==> src/rtl/fpu_pkg.sv <==
// Shared float32 constants, FSM state encoding and operand class for fpu-side blocks.
// Pure declarations; no logic, no latency.
package fpu_pkg;

    localparam int EXP_BIAS = 127;
    localparam int MANT_W   = 23;

    localparam logic [31:0] INT_MAX = 32'h7FFF_FFFF;
    localparam logic [31:0] INT_MIN = 32'h8000_0000;

    // Exponent at which the 24-bit significand is already an integer (unit in LSB).
    localparam logic [7:0] EXP_UNITY = 8'(EXP_BIAS + MANT_W);
    // Smallest exponent whose magnitude is at least 2^31.
    localparam logic [7:0] EXP_SAT   = 8'(EXP_BIAS + 31);
    // Beyond 25 right shifts every significand bit already lives in sticky.
    localparam logic [4:0] RSHIFT_MAX = 5'd25;

    typedef enum logic [2:0] {
        ST_IDLE,
        ST_UNPACK,
        ST_SHIFT,
        ST_ROUND,
        ST_DONE
    } state_e;

    typedef enum logic [1:0] {
        FP_ZERO,
        FP_NORMAL,
        FP_INF,
        FP_NAN
    } fp_class_e;

    // -2^31 is the only value with |A| >= 2^31 that still fits in int32.
    function automatic logic is_int_min(input logic sign, input logic [7:0] exp,
                                        input logic [22:0] frac);
        return sign && (exp == EXP_SAT) && (frac == '0);
    endfunction

endpackage

==> src/rtl/fp_unpack.sv <==
// Combinational float32 field splitter and classifier (zero/denormal, normal, inf, NaN).
// Zero latency; no handshake, output follows the operand.
module fp_unpack
    import fpu_pkg::*;
(
    input  logic [31:0] a_i,
    output logic        sign_o,
    output logic [7:0]  exp_o,
    output logic [22:0] frac_o,
    output logic        hidden_o,
    output logic [1:0]  cls_o
);

    always_comb begin
        sign_o   = a_i[31];
        exp_o    = a_i[30:23];
        frac_o   = a_i[22:0];
        hidden_o = |a_i[30:23];
        if (a_i[30:23] == 8'hFF) begin
            cls_o = (a_i[22:0] != '0) ? FP_NAN : FP_INF;
        end else if (a_i[30:23] == 8'h00) begin
            cls_o = FP_ZERO;
        end else begin
            cls_o = FP_NORMAL;
        end
    end

endmodule

==> src/rtl/fp_to_int.sv <==
// float32 -> int32 round-to-nearest-even, one shift per cycle; done 1 edge after accept for
// specials, 2+n otherwise (max 27). start is ignored while busy; a start in DONE restarts at once.
module fp_to_int
    import fpu_pkg::*;
(
    input  logic        clk,
    input  logic        rst,
    input  logic        start,
    input  logic [31:0] A,
    output logic [31:0] R,
    output logic        done,
    output logic        overflow,
    output logic        invalid
);

    logic        u_sign;
    logic [7:0]  u_exp;
    logic [22:0] u_frac;
    logic        u_hidden;
    logic [1:0]  u_cls;

    fp_unpack u_unpack (
        .a_i      (A),
        .sign_o   (u_sign),
        .exp_o    (u_exp),
        .frac_o   (u_frac),
        .hidden_o (u_hidden),
        .cls_o    (u_cls)
    );

    state_e      state_q,  state_d;
    fp_class_e   cls_q,    cls_d;
    logic        sign_q,   sign_d;
    logic [7:0]  exp_q,    exp_d;
    logic [31:0] mag_q,    mag_d;
    logic        guard_q,  guard_d;
    logic        sticky_q, sticky_d;
    logic        left_q,   left_d;
    logic [4:0]  cnt_q,    cnt_d;
    logic [31:0] r_q,      r_d;
    logic        done_q,   done_d;
    logic        ovf_q,    ovf_d;
    logic        inv_q,    inv_d;

    logic [7:0]  exp_diff;
    logic        round_up;
    logic [31:0] mag_rnd;

    always_comb begin
        state_d  = state_q;
        cls_d    = cls_q;
        sign_d   = sign_q;
        exp_d    = exp_q;
        mag_d    = mag_q;
        guard_d  = guard_q;
        sticky_d = sticky_q;
        left_d   = left_q;
        cnt_d    = cnt_q;
        r_d      = r_q;
        done_d   = done_q;
        ovf_d    = ovf_q;
        inv_d    = inv_q;

        exp_diff = (exp_q > EXP_UNITY) ? (exp_q - EXP_UNITY) : (EXP_UNITY - exp_q);
        round_up = guard_q & (sticky_q | mag_q[0]);
        mag_rnd  = mag_q + {31'b0, round_up};

        case (state_q)
            ST_IDLE, ST_DONE: begin
                if (start) begin
                    state_d  = ST_UNPACK;
                    cls_d    = fp_class_e'(u_cls);
                    sign_d   = u_sign;
                    exp_d    = u_exp;
                    mag_d    = {8'b0, u_hidden, u_frac};
                    guard_d  = 1'b0;
                    sticky_d = 1'b0;
                    done_d   = 1'b0;
                    ovf_d    = 1'b0;
                    inv_d    = 1'b0;
                end
            end
            ST_UNPACK: begin
                if (cls_q == FP_NAN) begin
                    state_d = ST_DONE;
                    r_d     = INT_MIN;
                    inv_d   = 1'b1;
                    done_d  = 1'b1;
                end else if (cls_q == FP_INF || exp_q >= EXP_SAT) begin
                    state_d = ST_DONE;
                    done_d  = 1'b1;
                    if (is_int_min(sign_q, exp_q, mag_q[22:0])) begin
                        r_d = INT_MIN;
                    end else begin
                        r_d   = sign_q ? INT_MIN : INT_MAX;
                        ovf_d = 1'b1;
                    end
                end else if (exp_q == EXP_UNITY) begin
                    state_d = ST_ROUND;
                end else begin
                    state_d = ST_SHIFT;
                    left_d  = (exp_q > EXP_UNITY);
                    // Left counts never exceed 7, so only right shifts hit the clamp.
                    cnt_d   = (exp_diff > {3'b0, RSHIFT_MAX}) ? RSHIFT_MAX : exp_diff[4:0];
                end
            end
            ST_SHIFT: begin
                if (left_q) begin
                    mag_d = {mag_q[30:0], 1'b0};
                end else begin
                    guard_d  = mag_q[0];
                    sticky_d = sticky_q | guard_q;
                    mag_d    = {1'b0, mag_q[31:1]};
                end
                cnt_d = cnt_q - 5'd1;
                if (cnt_q == 5'd1) begin
                    state_d = ST_ROUND;
                end
            end
            ST_ROUND: begin
                // exp <= 157 keeps mag_rnd below 2^31, so no saturation here.
                mag_d   = mag_rnd;
                r_d     = sign_q ? (32'd0 - mag_rnd) : mag_rnd;
                done_d  = 1'b1;
                state_d = ST_DONE;
            end
            default: begin
                state_d = ST_IDLE;
            end
        endcase
    end

    always_ff @(posedge clk or posedge rst) begin
        if (rst) begin
            state_q  <= ST_IDLE;
            cls_q    <= FP_ZERO;
            sign_q   <= 1'b0;
            exp_q    <= '0;
            mag_q    <= '0;
            guard_q  <= 1'b0;
            sticky_q <= 1'b0;
            left_q   <= 1'b0;
            cnt_q    <= '0;
            r_q      <= '0;
            done_q   <= 1'b0;
            ovf_q    <= 1'b0;
            inv_q    <= 1'b0;
        end else begin
            state_q  <= state_d;
            cls_q    <= cls_d;
            sign_q   <= sign_d;
            exp_q    <= exp_d;
            mag_q    <= mag_d;
            guard_q  <= guard_d;
            sticky_q <= sticky_d;
            left_q   <= left_d;
            cnt_q    <= cnt_d;
            r_q      <= r_d;
            done_q   <= done_d;
            ovf_q    <= ovf_d;
            inv_q    <= inv_d;
        end
    end

    assign R        = r_q;
    assign done     = done_q;
    assign overflow = ovf_q;
    assign invalid  = inv_q;

endmodule

==> config.mk <==
export PLATFORM = sky130hd
export DESIGN_NAME = fp_to_int
export DESIGN_NICKNAME = d
export VERILOG_FILES = /design/src/rtl/fpu_pkg.sv /design/src/rtl/fp_unpack.sv /design/src/rtl/fp_to_int.sv
export SDC_FILE = /design/constraint.sdc
export NUM_CORES = 1
export LEC_CHECK = 0
export BUFFER_PORTS_ARGS = -buffer_cell sky130_fd_sc_hd__buf_4
export CORE_AREA = 4 4 171 124
export CTS_CLUSTER_SIZE = 24
export DETAILED_ROUTE_END_ITERATION = 10
export DIE_AREA = 0 0 175 128
export PLACE_DENSITY = 0.55
export SETUP_SLACK_MARGIN = 0.4
export SYNTH_ARGS = -nofsm -noshare
export SYNTH_HDL_FRONTEND = slang
export SYNTH_SLANG_ARGS = --single-unit
==> constraint.sdc <==
create_clock -name clk -period 7.3 [get_ports clk]
set_clock_uncertainty 0.05 [all_clocks]
set_input_delay 1.825 -clock clk [delete_from_list [all_inputs] [get_ports clk]]
set_output_delay 1.825 -clock clk [all_outputs]
set_load 0.02 [all_outputs]
Word-level counts from Yosys, hierarchy flattened --
Cells that the tools add are included.
Storage, ports and cells: bits in registers 89, input bits 35, logic and storage cells 110
Cells by class: add/subtract/negate cells 5, order comparisons 3, equal/unequal tests 20, mux-type cells 38, bitwise gates (word level) 6, reduce and logical (&&, ||, !) cells 25
Operators with widths (number):
- $mux 32 | 7
- $pmux 32 s3 | 1
- $pmux 32 s2 | 1
- $add 32x1->32 | 1
- $sub 1x32->32 const A | 1
- $eq 8x8->1 const B | 3
- $logic_not 23->1 | 1
- $reduce_bool 23->1 | 1
- $mux 5 | 4
- $ne 2x2->1 const B | 9
- $mux 1 | 12
- $mux 3 | 4
- $pmux 3 s4 | 1
- $pmux 5 s2 | 1
- $reduce_and 3->1 | 3
- $ge 8x8->1 const B | 1
- $gt 8x5->1 const B | 1
- $gt 8x8->1 const B | 1
- $logic_not 8->1 | 1
- $mux 8 | 1
- $pmux 1 s2 | 4
- $reduce_and 2->1 | 4
- $reduce_and 4->1 | 2
- $reduce_bool 2->1 | 4
- other kinds (21) | 28

Depth between registers and ports, before layout --
Gate-level depths: netlist of run 1.
depth after elaboration 8, gate-level depth with buffers 13, depth with buffers taken out 13

Cells and area by module --
A second synthesis of run 1 with hierarchy kept.
Second synthesis, totals: cell total of the unflattened synthesis 884, area total of the unflattened synthesis 6940.4 um^2
By module, submodules not included:
- fp_to_int | instances 1, cells each 837, area an instance 6601.3 um^2
- fp_unpack | instances 1, cells each 47, area an instance 339.1 um^2

Worst setup path before layout of run 1 --
No wires, ideal clock.
path kind reg2reg, start register mag_q[0], end register r_q[28] (netlist: R[28]), library setup time 0.101 ns, data arrival time 3.124 ns, setup slack 4.025 ns, stages on the path, launching flop included 14, clock period less this slack 3.275 ns, cell sequence dfrtp_1 -> o21a_1 -> ha_1 -> ha_1 -> buf_2 -> nand3_1 -> or2_1 -> buf_2 -> nor4_1 -> xnor2_1 -> o211ai_1 -> o31a_1 -> o21a_1 -> o32ai_1
Between the ends: word-level cells in the longest chain between the ends 6
RTL lines:
- start, declared | RTL line fp_to_int.sv:35 | logic [31:0] mag_q, mag_d;
- start signal, assigned | RTL line fp_to_int.sv:153 | mag_q <= mag_d;
- $or 1x1->1 or $logic_not 23->1 (tied branches) | RTL line fp_to_int.sv:65, fpu_pkg.sv:36
- $and 1x1->1 or $logic_and 1x1->1 (tied branches) | RTL line fp_to_int.sv:65, fpu_pkg.sv:36
- $add 32x1->32 or $mux 32 (tied branches) | RTL line fp_to_int.sv:66, fp_to_int.sv:92
- $sub 1x32->32 or $mux 32 (tied branches) | RTL line fp_to_int.sv:123, fp_to_int.sv:89
- $mux 32, on equally long branches | RTL line fp_to_int.sv:123, fp_to_int.sv:84
- $pmux 32 s2 (*) | RTL line fp_to_int.sv:68 | case (state_q)
- end signal, assigned | RTL line fp_to_int.sv:158 | r_q <= r_d;
- end, declared | RTL line fp_to_int.sv:40 | logic [31:0] r_q, r_d;
Every way passes the cells marked *; elsewhere a longest branch is shown, timed or not. The select of a mux whose other input is x is not followed. A chain may end at the register's enable or synchronous reset.

Final worst setup path of run 1 --
Same ends and word-level chain as after synthesis.

==> impl_results.md, run 1 <==
- Status: completed
- Mapped Avg Cell Area: between 8 and 9 um^2
- Core Rows: 43
- Reg2Reg Launch Point: mag_q[0]
- Most frequent cells in the layout: sky130_fd_sc_hd__nand2_1, sky130_fd_sc_hd__dfrtp_1, sky130_fd_sc_hd__buf_4
- Area delta synth->final: 14.9%
- Post-synth cell types: 74
- Buffer count from post-CTS setup fixing: 0
- Primary flip-flop cell chosen by synthesis mapping: sky130_fd_sc_hd__dfrtp_1
- Arrival time worst endpoint: 4.54 ns
- Fraction of layout instances using a drive strength above 1: 15.1%
- Total number of H-tree levels: 3
- Origin of the worst min-delay path: invalid
- Total Nets Final: about 900
- Critical Path Source Type: flop
- Area occupied by multi-input gates: 4150 um^2
- 1st-iter DRT viols: 668
- Clock transition at the registers of the reported paths: 0.07 ns
- GRT Total Usage: 20.1%
- Type of the worst setup path: flop to flop
- Count of pins on the block boundary: 70
- Endpoint class of the critical path: flop
- Number of violations of the max-capacitance limit: 0
- Number of warnings issued by yosys: 0
- Antenna violations before repair: 0
- NetSw: ~1.9 mW
- Clock Sink Count: between 80 and 90
- Post-synth EDFFs: 0
- Proportion of power drawn by the clock network: 14.4%
- Worst EP required: ~7.5 ns
- Initial core utilization: around a third
- List of cells traversed by the critical path: o21a_1, ha_1, ha_1, nand3_1, nor2_1, a21boi_0, a2111oi_4, nand3_1, o31a_1, o21a_1, o32ai_1
- Grt ovf: 0
- Sequential Area: between 2000 and 2500 um^2
- Number of buffers inserted for hold repair after clock tree synthesis: 0
- Number of cells produced by synthesis: 838
- Sequential element share of the synthesized area: 33.1%
- Hold Vio Cnt, Final: 0
- Crit share post-route: 59.4%
- Final weighted congestion of routability-driven global placement: about 0.84
- Count of buffers from port buffering: 69
- Die outline width: 175 um
- Crit path from: mag_q[0]
- Drt wl/cell: about 20 um
- Highest achievable clock rate: 0.231 GHz
- Relative slew margins: 24.1%
- Wire length of the first global-routing pass: 35.7 mm
- Number of buffers created by CTS: 9
- Antenna Diode Count: 0
- Pwr Density: ~500 nW/um^2
- Critical path buffer and inverter count: 0
- Most common cell after layout, fill and taps aside: sky130_fd_sc_hd__nand2_1
- Clock Latency Late Sink: 0.36 ns
- Number of antenna-violating nets in the routed design: 0
- Internal power: roughly 2.0 mW
- CTS tree: built
- Worst path slowest cell: sky130_fd_sc_hd__nor2_1
- Accumulated negative setup slack: 0 ns
- Final routed DRC violation total: 0
- Highest fanout seen on the critical path: 13
- Total Die Area: 22,400 um^2
- Detail Placement HPWL: 16.5 mm
- Count of filler cells inserted in the layout: 2,049
- Time the final worst path needs with I/O delays and setup: 4.34 ns
- Fraction of power spent switching nets: 49.0%
- Asr flop ratio synth: 100%
- Worst Hold Class: flop to flop
- Largest net degree at the start of global routing: 57
- Maximum vdd ir drop: between 0.15 and 0.2 mV
- P_leak: between 3 and 4 nW
- Via total after detailed routing: 6,488
- Overall die height: 128 um
- Flip-flop and latch count after synthesis: 89
- Worst-margin pin slew: 1.13 ns
- Number of global-route vias before repair: 6,047
- Hold Slack: 0.453 ns
- Number of optimization iterations in the first detailed-route pass: 5
- Area of the mapped netlist: just under 7000 um^2
- Part of the total power dissipated in sequential elements: 29.3%
- Net count of the mapped netlist: 881
- Unrepaired setup endpoints after global routing: false
- Clock root buffer: sky130_fd_sc_hd__clkbuf_16
- Average vias per placed instance: ~5.7
- Final slew viol count: 0
- Standard cell core area: 19,500 um^2
- CP delay by family, top: compound AO/OA/AOI/OAI gates
- Peak per-stage delay on the critical path: 0.76 ns
- Final routed wirelength across all metal layers: between 20 and 25 mm
- Max clock buf depth: 2
- Comb power frac: about 56%
- Final setup fails: 0
- Quantity of gates resized following cts: 0
==> cells by family after synthesis <==
| group | share of synthesized area [%] |
|---|---|
| buffers and inverters | 5.43 |
| AOI/OAI and AO/OA | 22.5 |
| and+or+nand+nor | 24.6 |
| DFF | 33.1 |
| xor gates and xnor gates | 8.19 |
| adders and majority gates | 1.49 |
| muxes | 4.76 |
==> path summary, 6_finish.rpt <==
check / endpoint / slack (ns) / cells past startpoint
max reg2reg: R[28] / 2.96 / 11
max in group asynchronous: R[31] / 4.52 / 3
min reg2reg: invalid / 0.45 / 2
min in group asynchronous: mag_q[4] / 1.51 / 2
min: invalid / 0.45 / 2
max: R[28] / 2.96 / 11
==> layout make-up <==
class / instances / area share (%)
timing repair buffer: 81 / 7.86
tap: 270 / 4.36
sequential: 89 / 28.8
clock buffer: 11 / 3.14
multi-input combinational: 659 / 53.7
clock inverter: 5 / 1.33
inverter: 18 / 0.889
==> power groups by stage <==
| stage | clock, mW | combinational (mW) | sequential [mW] |
|---|---|---|---|
| after floorplan | 0 | 1.65 | 0.997 |
| after global placement | 0 | 2.15 | 1.13 |
| after detailed placement | 0 | 2.16 | 1.13 |
| after CTS | 0.565 | 2.17 | 1.12 |
| after global routing | 0.584 | 2.40 | 1.18 |
| final | 0.556 | 2.18 | 1.13 |
==> state kept, by name, indices dropped and copies added, names as in the netlist <==
register,flops
R,32
cls_q,2
cnt_q,5
done,1
exp_q,8
guard_q,1
invalid,1
left_q,1
mag_q,32
overflow,1
sign_q,1
state_q,3
sticky_q,1
==> metrics by stage <==
stage	total power [mW]	cell area, um^2	std cells	utilization, %	setup slack (ns)
6_report	3.87	7740	1133	39.7	2.96
2_1_floorplan	2.65	6730	838	-	3.12
3_5_place_dp	3.29	7390	1117	38.0	3.06
4_1_cts	3.86	7740	1133	39.7	3.06
5_1_grt	4.16	7740	1133	39.7	2.64
3_3_place_gp	3.28	7390	1117	38.0	3.19
==> per-layer routing <==
layer  wire (um)  vias to the layer above  GRT usage [%]
met2        9240                      222           27.8
met5           0                        -              0
li1            -                     3099              -
met4         376                        0           4.94
met1       11400                     3143           31.8
met3        1530                       24           3.86
==> worst min-delay path, cell delays in order (launching register included) <==
cell                      delay [ns]
sky130_fd_sc_hd__dfrtp_1        0.35
sky130_fd_sc_hd__a31oi_1        0.04
sky130_fd_sc_hd__nor2_1         0.07
==> cells in the mapped netlist (7+ instances only) <==
library cell | n | area share [%]
sky130_fd_sc_hd__mux2_2 | 8 | 1.3
sky130_fd_sc_hd__inv_1 | 18 | 1.0
sky130_fd_sc_hd__nor4_1 | 21 | 2.0
sky130_fd_sc_hd__buf_2 | 13 | 0.97
sky130_fd_sc_hd__a31oi_1 | 19 | 1.8
sky130_fd_sc_hd__ha_1 | 8 | 1.5
sky130_fd_sc_hd__nor2b_1 | 8 | 0.74
sky130_fd_sc_hd__o22ai_1 | 37 | 3.4
sky130_fd_sc_hd__and3_1 | 10 | 0.93
sky130_fd_sc_hd__nand2_1 | 97 | 5.4
sky130_fd_sc_hd__o21ai_0 | 56 | 4.2
sky130_fd_sc_hd__buf_1 | 7 | 0.39
sky130_fd_sc_hd__nand4_1 | 20 | 1.9
sky130_fd_sc_hd__a21oi_1 | 51 | 3.8
sky130_fd_sc_hd__nand2b_1 | 9 | 0.84
sky130_fd_sc_hd__xor2_1 | 20 | 2.6
sky130_fd_sc_hd__nor2_1 | 80 | 4.5
sky130_fd_sc_hd__nand3_1 | 19 | 1.4
sky130_fd_sc_hd__nor3_1 | 16 | 1.2
sky130_fd_sc_hd__and2_1 | 8 | 0.74
sky130_fd_sc_hd__o31ai_1 | 9 | 1.0
sky130_fd_sc_hd__a211oi_1 | 12 | 1.3
sky130_fd_sc_hd__xnor2_1 | 43 | 5.6
sky130_fd_sc_hd__dfrtp_1 | 89 | 33
sky130_fd_sc_hd__clkbuf_1 | 49 | 2.7
sky130_fd_sc_hd__mux2i_1 | 23 | 3.4
No activity file was read; power rests on OpenSTA's default activity.
==> inputs of run 2 (changes only) <==
Clock period 7.3 ns to 4.25 ns, I/O delays scaled along.
==> run 2 against run 1 <==
Via count up 1.2%. Non-clock buffer count grew 8. Highest routed layer unchanged. Combinational power grew 73%. Critical path depth is 2 higher. Sequential power rose by 74%. Hold slack worse by 0.022 ns. Global-route usage is 0.12 points higher. Register-to-register slack got worse by 2.3 ns.
==> impl_results.md, run 2 (synthesis gave the netlist of run 1 again) <==
- Total number of H-tree levels: 3
- NetSw: around 3.3 mW
- Status: completed
- Overall die height: 128 um
- Relative slew margins: 46.0%
- GRT Total Usage: 20.2%
- Hold Vio Cnt, Final: 0
- Comb power frac: 57.3%
- Number of antenna-violating nets in the routed design: 0
- Most frequent cells in the layout: sky130_fd_sc_hd__nand2_1, sky130_fd_sc_hd__dfrtp_1, sky130_fd_sc_hd__buf_4
- Part of the total power dissipated in sequential elements: 29.8%
- Peak per-stage delay on the critical path: roughly 0.54 ns
- Critical Path Most Common Cell: sky130_fd_sc_hd__ha_1
- Clock Latency Late Sink: 0.36 ns
- Most common cell after layout, fill and taps aside: sky130_fd_sc_hd__nand2_1
- Max clock buf depth: 2
- Critical Path Source Type: flop
- Grt ovf: 0
- Fraction of layout instances using a drive strength above 1: ~17%
- Proportion of power drawn by the clock network: 12.8%
- Highest achievable clock rate: 0.279 GHz
- Total Die Area: around 22,000 um^2
- Initial core utilization: 34.6%
- Number of standard cells in the final layout excluding fillers: 1,141
- Internal power: 3.32 mW
- Worst path slowest cell: sky130_fd_sc_hd__or4_1
- Clock Sink Count: between 80 and 90
- Final weighted congestion of routability-driven global placement: approximately 0.85
- Clock root buffer: sky130_fd_sc_hd__clkbuf_16
- Antenna Diode Count: 0
- Die outline width: about 180 um
- Crit share post-route: between 80% and 90%
- Time the final worst path needs with I/O delays and setup: 3.59 ns
- Hold Slack: 0.431 ns
- 1st-iter DRT viols: 610
- Area delta synth->final: 16.6%
- Count of buffers from port buffering: 69
- Accumulated negative setup slack: 0 ns
- Drt wl/cell: 19.8 um
- Via total after detailed routing: 6,569
- Detail Placement HPWL: 16.7 mm
- Final setup fails: 0
- Worst Hold Class: flop to flop
- Fraction of power spent switching nets: 49.7%
- Final slew viol count: 0
- Standard cell core area: 19,500 um^2
- Arrival time worst endpoint: 3.76 ns
- Clock transition at the registers of the reported paths: around 0.07 ns
- Antenna violations before repair: 0
- Area of all placed cells without fillers: 7850 um^2
- Worst-margin pin slew: 0.810 ns
- Endpoint class of the critical path: flop
- Count of pins on the block boundary: 70
- Highest fanout seen on the critical path: 6
- Core Rows: 43
- Pwr Density: 840 nW/um^2
- Unrepaired setup endpoints after global routing: true
- Wire length of the first global-routing pass: 35.7 mm
- Worst EP required: 4.42 ns
- Final routed wirelength across all metal layers: 22.6 mm
- Number of placed instances with taps included: 1,123
- Maximum vdd ir drop: 0.257 mV
- Largest net degree at the start of global routing: 56
- P_leak: 3.06 nW
- Number of buffers created by CTS: 9
- Number of violations of the max-capacitance limit: 0
- Number of optimization iterations in the first detailed-route pass: 5
- List of cells traversed by the critical path: o21a_1, ha_1, ha_1, inv_1, ha_1, nor4b_1, a31oi_1, nand4b_1, buf_4, or4_1, o31ai_1, xnor2_1, o22ai_1
- Total Nets Final: between 900 and 1,000
- CTS tree: built
- Number of global-route vias before repair: between 6,000 and 7,000
- Instance area after placement: around 7500 um^2
- Final routed DRC violation total: 0
- Type of the worst setup path: flop to flop
- Average vias per placed instance: 5.76
run 2: cell count changes in the layout (fill, tap and decap cells not counted), moves of 2 or more:
cell	delta
sky130_fd_sc_hd__nor4_2	+2
sky130_fd_sc_hd__bufinv_16	-2
sky130_fd_sc_hd__buf_12	+2
sky130_fd_sc_hd__nor4_4	+2
sky130_fd_sc_hd__buf_4	+6
sky130_fd_sc_hd__nor4_1	-4
run 2: power by group through the flow:
stage | clock network [mW] | registers (mW) | logic [mW]
2_1_floorplan | 0 | 1.71 | 2.84
5_1_grt | 0.899 | 2.03 | 4.20
6_report | 0.848 | 1.97 | 3.78
4_1_cts | 0.871 | 1.95 | 3.76
3_3_place_gp | 0 | 1.97 | 3.72
3_5_place_dp | 0 | 1.96 | 3.74
run 2: layout make-up:
class,instances,area (um^2)
clock inverter,4,51.3
fill,2017,11600
timing repair buffer,89,693
clock buffer,12,256
multi-input combinational,659,4220
inverter,18,68.8
tap,270,338
sequential,89,2230
run 2: path summary, 6_finish.rpt:
kind                            startpoint         to  slack [ns]  cells after the start
worst max-delay path              mag_q[0]      R[14]        0.66                     13
worst min-delay path                sign_q     sign_q        0.43                      2
worst max register to register    mag_q[0]      R[14]        0.66                     13
worst min register to register      sign_q     sign_q        0.43                      2
max in group asynchronous              rst  mag_q[18]        2.65                      3
min in group asynchronous              rst       R[0]        0.78                      2
run 2: timing repair:
item / in CTS / in global routing
setup endpoints to repair: 0 / 16
buffers inserted: 0 / 2
hold buffers: 0 / 0
resized for setup: 0 / 11
run 2: metrics by stage:
| stage | setup slack (ns) | total power, mW | utilization [%] |
|---|---|---|---|
| 6_report | 0.660 | 6.60 | 40.3 |
| 3_5_place_dp | 0.479 | 5.70 | 38.3 |
| 3_3_place_gp | 0.518 | 5.69 | 38.3 |
| 5_1_grt | 0.410 | 7.13 | 40.3 |
| 4_1_cts | 0.430 | 6.58 | 39.9 |
| 2_1_floorplan | 0.831 | 4.55 | - |
run 2: routing by layer:
layer,up-vias,wire (um),global-route usage [%]
met5,-,0,0
li1,3115,-,-
met3,12,1470,4.30
met2,225,9680,29.4
met4,0,146,2.77
met1,3217,11300,31.4
run 2: worst max-delay path: cells and delay by family, from the launching register on:
family / cells / cell delay [ns]
xor+xnor: 1 / 0.16
buf+inv: 2 / 0.30
simple gates: 3 / 1.05
fa+ha+maj: 3 / 0.79
compound gates: 4 / 0.67
flops: 1 / 0.45
==> inputs of run 3 (changes only) <==
Settings changed: PLACE_DENSITY 0.55 to 0.57.
Clock period 4.25 ns to 3.2 ns, I/O delays scaled along.
==> run 3 against run 2 <==
Total power grew 49%. Die area unchanged. First-iteration DRC count rose by 15%. Register-to-register slack lost 0.55 ns. Cell area up 14%. Fmax rose by 16%. Via count grew 6.5%. Clock-buffer cell count shrank 2. Wire length increased by 9.6%. Critical endpoint is now R[25]. Worst setup slack got worse by 0.55 ns. Sequential power up 19%. Highest routed layer unchanged.
==> impl_results.md, run 3 (synthesis gave the netlist of run 1 again) <==
- 1st-iter DRT viols: approximately 700
- Total Nets Final: slightly below 1,000
- Count of buffers from port buffering: 69
- P_leak: 3.56 nW
- Largest net degree at the start of global routing: 56
- Most frequent cells in the layout: sky130_fd_sc_hd__buf_4, sky130_fd_sc_hd__nand2_1, sky130_fd_sc_hd__dfrtp_1
- Worst-margin pin slew: between 0.7 and 0.8 ns
- Unrepaired setup endpoints after global routing: true
- Clock transition at the registers of the reported paths: 0.06 ns
- Met2 WL post-DR: 10.7 mm
- Average vias per placed instance: approximately 5.7
- Type of the worst setup path: flop to flop
- Die outline width: 175 um
- Worst EP required: 3.37 ns
- Hold Slack: 0.481 ns
- Reg2reg path depth: 14
- Core Rows: 43
- Final routed DRC violation total: 0
- Total Die Area: 22,400 um^2
- Highest fanout seen on the critical path: 7
- Clock root buffer: sky130_fd_sc_hd__clkbuf_16
- Fraction of layout instances using a drive strength above 1: 29.1%
- Crit path from: sticky_q
- Via total after detailed routing: 6,996
- Number of antenna-violating nets in the routed design: 0
- Number of buffers created by CTS: 9
- Arrival time worst endpoint: 3.26 ns
- Relative slew margins: 47.5%
- Most common cell after layout, fill and taps aside: sky130_fd_sc_hd__buf_4
- Antenna violations before repair: 1
- CP Capture Point: R[25]
- Wire length of the first global-routing pass: 38.6 mm
- Status: completed
- Final weighted congestion of routability-driven global placement: 0.927
- Pwr Density: about 1100 nW/um^2
- Total number of H-tree levels: 3
- Count of pins on the block boundary: 70
- Worst Hold Class: flop to flop
- Highest achievable clock rate: approximately 0.32 GHz
- Met1 routed wirelength after detailed routing: 11.6 mm
- Detail Placement HPWL: 17.7 mm
- Reg2Reg Launch Point: sticky_q
- Clock Latency Late Sink: 0.36 ns
- Drt wl/cell: around 20 um
- Number of optimization iterations in the first detailed-route pass: 5
- Clock Sink Count: 89
- GRT Total Usage: 21.8%
- Overall die height: about 130 um
- Grt ovf: 0
- Time the final worst path needs with I/O delays and setup: 3.09 ns
- Number of violations of the max-capacitance limit: 0
- Critical Path Source Type: flop
- DR top layer: met4
- Initial core utilization: 34.6%
- CTS tree: built
- Instance area after placement: 7970 um^2
- Standard cell core area: between 15,000 and 20,000 um^2
- Number of buffers inserted for hold repair after clock tree synthesis: 0
- Accumulated negative setup slack: 0 ns
- Number of global-route vias before repair: 6,644
- Terminus of the critical flop-to-flop path: R[25]
- Maximum vdd ir drop: between 0.3 and 0.4 mV
- Routed wire length on met3: just over 2 mm
- Max clock buf depth: 2
- Final setup fails: 0
- Area delta synth->final: 32.6%
- Endpoint class of the critical path: flop
- Area of all placed cells without fillers: between 8000 and 9000 um^2
- Final routed wirelength across all metal layers: 24.7 mm
- Crit share post-route: 96.6%
- Register-to-register setup slack: 0.11 ns
- Hold Vio Cnt, Final: 0
- Antenna Diode Count: 0
- Final slew viol count: 0
==> run 3: cell types whose count changed in the layout (fill, tap and decap cells not counted), sizes merged <==
cell / previous run / this run
bufinv: 1 / 3
clkinvlp: 1 / 3
clkinv: 3 / 0
buf: 89 / 171
clkbuf: 12 / 10
==> run 3: area by class of cell <==
cell class | count | area (um^2)
Multi-Input combinational cell | 659 | 4630
Timing Repair Buffer | 171 | 1320
Tap cell | 270 | 338
Sequential cell | 89 | 2230
Inverter | 18 | 73.8
Clock inverter | 5 | 105
Fill cell | 1961 | 10500
Clock buffer | 10 | 229
==> run 3: power by group <==
| part | internal (mW) | switching (mW) |
|---|---|---|
| Clock | 0.760 | 0.483 |
| Combinational | 2.57 | 3.65 |
| Sequential | 1.68 | 0.655 |
==> run 3: worst min path at each step <==
stage / from / cells past startpoint / end / slack [ns]
after CTS: sticky_q / 2 / sticky_q / 0.48
after floorplan: sticky_q / 2 / sticky_q / 0.41
after global placement: sticky_q / 2 / sticky_q / 0.44
after detailed placement: done / 2 / done / 0.46
final: done / 2 / done / 0.48
after global routing: done / 2 / done / 0.50
==> run 3: stage by stage <==
stage / utilization [%] / worst slack, ns / cells / total power, mW
after global routing: 45.8 / -0.0472 / 1222 / 10.5
after detailed placement: 40.9 / -0.0193 / 1170 / 8.08
after floorplan: - / 0.208 / 838 / 6.19
final: 45.8 / 0.109 / 1222 / 9.81
after CTS: 44.3 / 0.154 / 1206 / 9.56
after global placement: 40.9 / 0.0739 / 1170 / 8.06
==> run 3: routing by layer <==
| layer | vias to the layer above | track usage (%) |
|---|---|---|
| met3 | 30 | 4.81 |
| met5 | - | 0 |
| met2 | 281 | 32.8 |
| li1 | 3279 | - |
| met4 | 0 | 4.11 |
| met1 | 3406 | 32.3 |
==> run 3: critical path: stages (launching register included) <==
cell,delay (ns)
sky130_fd_sc_hd__dfrtp_1,0.39
sky130_fd_sc_hd__o21a_1,0.22
sky130_fd_sc_hd__ha_4,0.18
sky130_fd_sc_hd__ha_4,0.17
sky130_fd_sc_hd__nand3_4,0.13
sky130_fd_sc_hd__buf_4,0.13
sky130_fd_sc_hd__or3_1,0.12
sky130_fd_sc_hd__nand4_1,0.17
sky130_fd_sc_hd__nor4_2,0.35
sky130_fd_sc_hd__buf_4,0.18
sky130_fd_sc_hd__nand4_4,0.22
sky130_fd_sc_hd__buf_6,0.21
sky130_fd_sc_hd__o31ai_4,0.18
sky130_fd_sc_hd__xnor2_1,0.14
sky130_fd_sc_hd__o22ai_1,0.09
==> run 3: repair_timing <==
action                                  4_1_cts  5_1_grt
pin swaps                                    26       24
gates resized for setup                      28       38
buffers inserted                             21       16
gates cloned                                  0        0
endpoints found under the setup margin       20       28
